<file path="config.mk">
export PLATFORM = sky130hd
export DESIGN_NAME = pblaze_io_hub
export DESIGN_NICKNAME = d
export VERILOG_FILES = /design/src/rtl/pblaze_io_hub.sv
export SDC_FILE = /design/constraint.sdc
export NUM_CORES = 1
export LEC_CHECK = 0
export CAP_MARGIN = 20
export CORE_ASPECT_RATIO = 1.4
export CORE_MARGIN = 2
export CORE_UTILIZATION = 47
export CTS_CLUSTER_SIZE = 10
export DETAILED_ROUTE_END_ITERATION = 8
export PLACE_DENSITY_LB_ADDON = 0.12
export REMOVE_ABC_BUFFERS = 1
export SETUP_SLACK_MARGIN = 0.4
export SLEW_MARGIN = 20
export SYNTH_ARGS = -nofsm -noshare
export SYNTH_HDL_FRONTEND = slang
export SYNTH_SLANG_ARGS = --single-unit
</file>
<file path="constraint.sdc">
create_clock -name clk -period 3.5 [get_ports clk]
set_input_delay 0.875 -clock clk [delete_from_list [all_inputs] [get_ports clk]]
set_output_delay 0.875 -clock clk [all_outputs]
set_load 0.005 [all_outputs]
</file>
<file path="src/rtl/pblaze_io_hub.sv">
// rtl/pblaze_io_hub.sv - KCPSM6 port bus hub: output registers, input mux, edge-triggered interrupts
module pblaze_io_hub #(
   parameter int         N_OUT    = 4,
   parameter int         N_IN     = 4,
   parameter int         N_IRQ    = 4,
   parameter logic [7:0] OUT_BASE = 8'h00,
   parameter logic [7:0] IN_BASE  = 8'h20,
   parameter logic [7:0] IRQ_BASE = 8'hF0,
   parameter int         K_ENABLE = 1
) (
   input  logic                 clk,
   input  logic                 rst,
   input  logic [7:0]           port_id,
   input  logic [7:0]           out_port,
   input  logic                 write_strobe,
   input  logic                 k_write_strobe,
   input  logic                 read_strobe,
   output logic [7:0]           in_port,
   output logic                 interrupt,
   input  logic                 interrupt_ack,
   input  logic [8*N_IN-1:0]    ext_in,
   output logic [8*N_OUT-1:0]   ext_out,
   output logic [N_OUT-1:0]     out_stb,
   input  logic [N_IRQ-1:0]     irq_src
);

   localparam logic [1:0] S_IDLE = 2'd0;
   localparam logic [1:0] S_REQ  = 2'd1;
   localparam logic [1:0] S_HOLD = 2'd2;

   logic [1:0]       state;
   logic [N_IRQ-1:0] irq_sync, irq_prev, pending, mask, rise;
   logic [N_OUT-1:0] wr_hit;
   logic [7:0]       out_off, in_off, rd_data;
   logic             clr_wr, mask_wr, req;
   logic             unused_read_strobe;

   // read_strobe is part of the bus but reads carry no side effects
   assign unused_read_strobe = read_strobe;

   assign out_off = port_id - OUT_BASE;
   assign in_off  = port_id - IN_BASE;

   // OUTPUTK decodes only the low nibble of port_id
   always_comb begin
      wr_hit = '0;
      for (int i = 0; i < N_OUT; i++) begin
         if (write_strobe && out_off == 8'(i))
            wr_hit[i] = 1'b1;
         if (K_ENABLE != 0 && k_write_strobe && port_id[3:0] == 4'(i))
            wr_hit[i] = 1'b1;
      end
   end

   always_ff @(posedge clk) begin
      if (rst) begin
         ext_out <= '0;
         out_stb <= '0;
      end else begin
         out_stb <= wr_hit;
         for (int i = 0; i < N_OUT; i++)
            if (wr_hit[i])
               ext_out[8*i +: 8] <= out_port;
      end
   end

   always_comb begin
      rd_data = 8'h00;
      if (port_id == IRQ_BASE) begin
         rd_data[N_IRQ-1:0] = pending;
      end else if (port_id == IRQ_BASE + 8'd1) begin
         rd_data[N_IRQ-1:0] = mask;
      end else begin
         for (int j = 0; j < N_IN; j++)
            if (in_off == 8'(j))
               rd_data = ext_in[8*j +: 8];
      end
   end

   always_ff @(posedge clk) begin
      if (rst)
         in_port <= 8'h00;
      else
         in_port <= rd_data;
   end

   assign rise    = irq_sync & ~irq_prev;
   assign clr_wr  = write_strobe && (port_id == IRQ_BASE);
   assign mask_wr = write_strobe && (port_id == IRQ_BASE + 8'd1);
   assign req     = |(pending & mask);

   // a new edge overrides a simultaneous write-1-to-clear
   always_ff @(posedge clk) begin
      if (rst) begin
         irq_sync <= '0;
         irq_prev <= '0;
         pending  <= '0;
         mask     <= '0;
      end else begin
         irq_sync <= irq_src;
         irq_prev <= irq_sync;
         if (clr_wr)
            pending <= (pending & ~out_port[N_IRQ-1:0]) | rise;
         else
            pending <= pending | rise;
         if (mask_wr)
            mask <= out_port[N_IRQ-1:0];
      end
   end

   always_ff @(posedge clk) begin
      if (rst) begin
         state <= S_IDLE;
      end else begin
         case (state)
            S_IDLE:  if (req) state <= S_REQ;
            S_REQ:   if (interrupt_ack) state <= S_HOLD;
            S_HOLD:  state <= S_IDLE;
            default: state <= S_IDLE;
         endcase
      end
   end

   assign interrupt = (state == S_REQ);

endmodule

</file>
==> results.md <==
- Largest net degree at the start of global routing: 44
- Gpl congestion: just over 0.8
- Synth-to-Final Area Change: 49.4%
- Max rail drop VDD: ~0.00032 V
- Number of placed I/O pins: about 100
- CP Data Required Time: 3.74 ns
- Adder-Cell Fraction of Synth Area: less than 1%
- Hold Vio Cnt, Final: 0
- Final worst path period share: between 70% and 80%
- Synth area leaders: dfxtp_1 (48%), mux2i_1 (15%), nand2b_1 (11%), mux4_1 (4.0%), o21ai_0 (2.5%)
- Synthesized flop and latch total: just over 60
- Final Hold Slack: 0.450 ns
- DP Cell Count: slightly above 400
- RR Startpoint: mask[2]$_SDFFE_PP0P_
- Main combinational cell family by area after synthesis: simple AND/OR/NAND/NOR gates
- First-pass GRT wire length: ~10000 um
- CTS root buffer: clkbuf_8
- Fillers: ~430
- Slew Viols, Final: 0
- Initial DRC count: about 160
- Clk sinks: 62
- Post-synth EDFFs: 0
- Post-CTS Hold Buffers: 0
- Global Route Usage Sum: 21.2%
- Synth cell types: 35
- Crit Path Category: in2reg
- Worst Max-Slew Pin Slew: roughly 0.63 ns
- Postcts setup bufs: 0
- Critical Path AT: 2.72 ns
- Gate Count Post-Synth: about 250
- Final core utilization: 71.6%
- R2R setup slack: ~2.5 ns
- Synth Area in XOR/XNOR: 0.335%
- Unrepaired setup endpoints after global routing: no
- Drt wl/cell: between 10 and 15 um
- P_leak: 1.59 nW
- CP max FO: 6
- Status: completed
- Placeable Area: about 5400 sq um
- Initial Util: between 40 and 50%
- Final WS setup: between 1 and 1.5 ns
- Synth cell count leaders: dfxtp_1 (62), nand2b_1 (46), mux2i_1 (38)
- Post-layout min period: about 2.5 ns
- Die area: a little over 6000 sq um
- Hold Path Class: reg2reg
- Mapped Area: 2610 sq um
- H-tree depth: 3
- Proportion of synthesized area in mux cells: between 20% and 30%
- Die Width: roughly 67 um
- Vias in the first global route: 2144
- Slew margin rel.: between 50 and 60%
- PwrDens: between 400 and 500 nW/um^2
- Max Cap Viol: 0
- TritonCTS clock tree: done
- WHS Endpoint: state[1]$_SDFFE_PP0P_
- Async S/R FF share, synth: 0%
- Area after DPL: between 3000 and 4000 sq um
- # diodes: 0
- Clock Skew: ~0.0053 ns
- Pre-antenna DRT Iters: 4
- Min-Delay Path Depth: 1
- Post-synth top area cell: dfxtp_1
- Avg Cell Area, Syn: about 10 sq um
- DRC viols: 0
- Post-Route WL: 6250 um
- DIE HEIGHT: 92.2 um
- Share of cells above drive strength 1: slightly below 8%
- Clock-pin transition on the worst setup and hold timing paths: around 0.070 ns
- Fin Setup TNS: 0 ns
- Global route overflow: 0
- Clk_lat worst skew: approximately 0.33 ns
- Post-DP HPWL: about 4500 um
- Antenna Nets Post-Route: 0
- Compound-Gate Fraction of Synth Area: 6.42%
- Post_cts resized: 0
- Post-synthesis sequential area ratio: ~48%
- Yosys top cell area share: 47.5%
- Main synth FF type: dfxtp_1
- Final Instance Area: about 3900 sq um
- Worst Setup Start Kind: input port
- Max Root-Sink Buffers: 2
- Setup Viol. Count Final: 0
- Fmax achieved: 403 MHz
- Finished Layout Cells: roughly 430
- Place WS: roughly 0.68 ns
- Worst R2R End: in_port[2]$_SDFF_PP0_
- Row Count: 32
- Reg2reg path depth: 4
- Synth Area in Simple Gates: between 20 and 25%
- Hold path start: state[1]$_SDFFE_PP0P_
- Via count: around 2200
- CTS buffer count: 9
- Port buffer count: just over 100
- Vias per cell: 5.08
- Crit end category: flop
- Total power: approximately 1.6 mW
- Number of antenna violations at the first check in global routing: 0
- Count of warnings emitted by yosys: 0
- Most common cell in the synthesized netlist: dfxtp_1
- Final net count: 414
[logic make-up after synthesis]
group                      after synthesis
AOI/OAI and AO/OA                       29
xor gates and xnor gates                 1
adders and majority gates                1
buffers and inverters                   17
DFF                                     62
muxes                                   44
and+or+nand+nor                         97
[how the worst max path moves through the flow]
stage	start	slack (ns)	end	cells after the start
floorplan	port_id[5]	1.33	in_port[2]$_SDFF_PP0_	6
global placement	port_id[5]	0.73	in_port[2]$_SDFF_PP0_	8
detailed placement	port_id[5]	0.68	in_port[2]$_SDFF_PP0_	8
CTS	port_id[5]	1.03	in_port[2]$_SDFF_PP0_	8
global route	port_id[5]	0.83	in_port[2]$_SDFF_PP0_	8
finish	port_id[5]	1.02	in_port[2]$_SDFF_PP0_	8
[where the power goes]
part | leakage [nW] | internal [mW] | switching (mW)
clock network | 0.109 | 0.403 | 0.293
logic | 0.975 | 0.103 | 0.0599
registers | 0.503 | 0.719 | 0.00705
total | 1.59 | 1.22 | 0.360
[layout make-up]
cell class	count	area (sq um)	share of cell area, %
Clock inverter	7	98.8	2.53
Timing Repair Buffer	106	1040	26.7
Multi-Input combinational cell	172	1290	33.2
Sequential cell	62	1240	31.8
Tap cell	68	85.1	2.18
Clock buffer	9	124	3.18
Inverter	4	15.0	0.385
[state kept, by name, summed over array words and instances (netlist names)]
| name | count |
|---|---|
| ext_out | 32 |
| in_port | 8 |
| irq_prev | 4 |
| irq_sync | 4 |
| mask | 4 |
| out_stb | 4 |
| pending | 4 |
| state | 2 |
[per-layer routing]
metal  track usage (%)  part of all wire, %
met5                 0                    0
met4              8.84                  1.2
met3              7.12                  7.7
met2              34.3                   49
met1              25.4                   42
[critical path, cell delays in order]
cell             delay, ns
clkdlybuf4s50_1       0.52
inv_1                 0.06
ha_1                  0.20
xor2_1                0.14
nor3_1                0.40
buf_4                 0.22
a22oi_1               0.06
a311oi_1              0.25
[cell usage in the layout, fill, tap and decap left out, types with 2 or more instances in the layout]
cell type and instances:
a21oi_1 8, and3_1 5, buf_4 5, bufinv_16 2, clkbuf_8 9, clkdlybuf4s50_1 100, clkinv_4 3, dfxtp_1 62
inv_1 4, mux2i_1 38, mux4_1 4, mux4_2 2, nand2_1 12, nand2b_1 46, nor2_1 11, nor2b_1 9
nor3_1 6, o21ai_0 13
(Power assumes the default switching activity.)
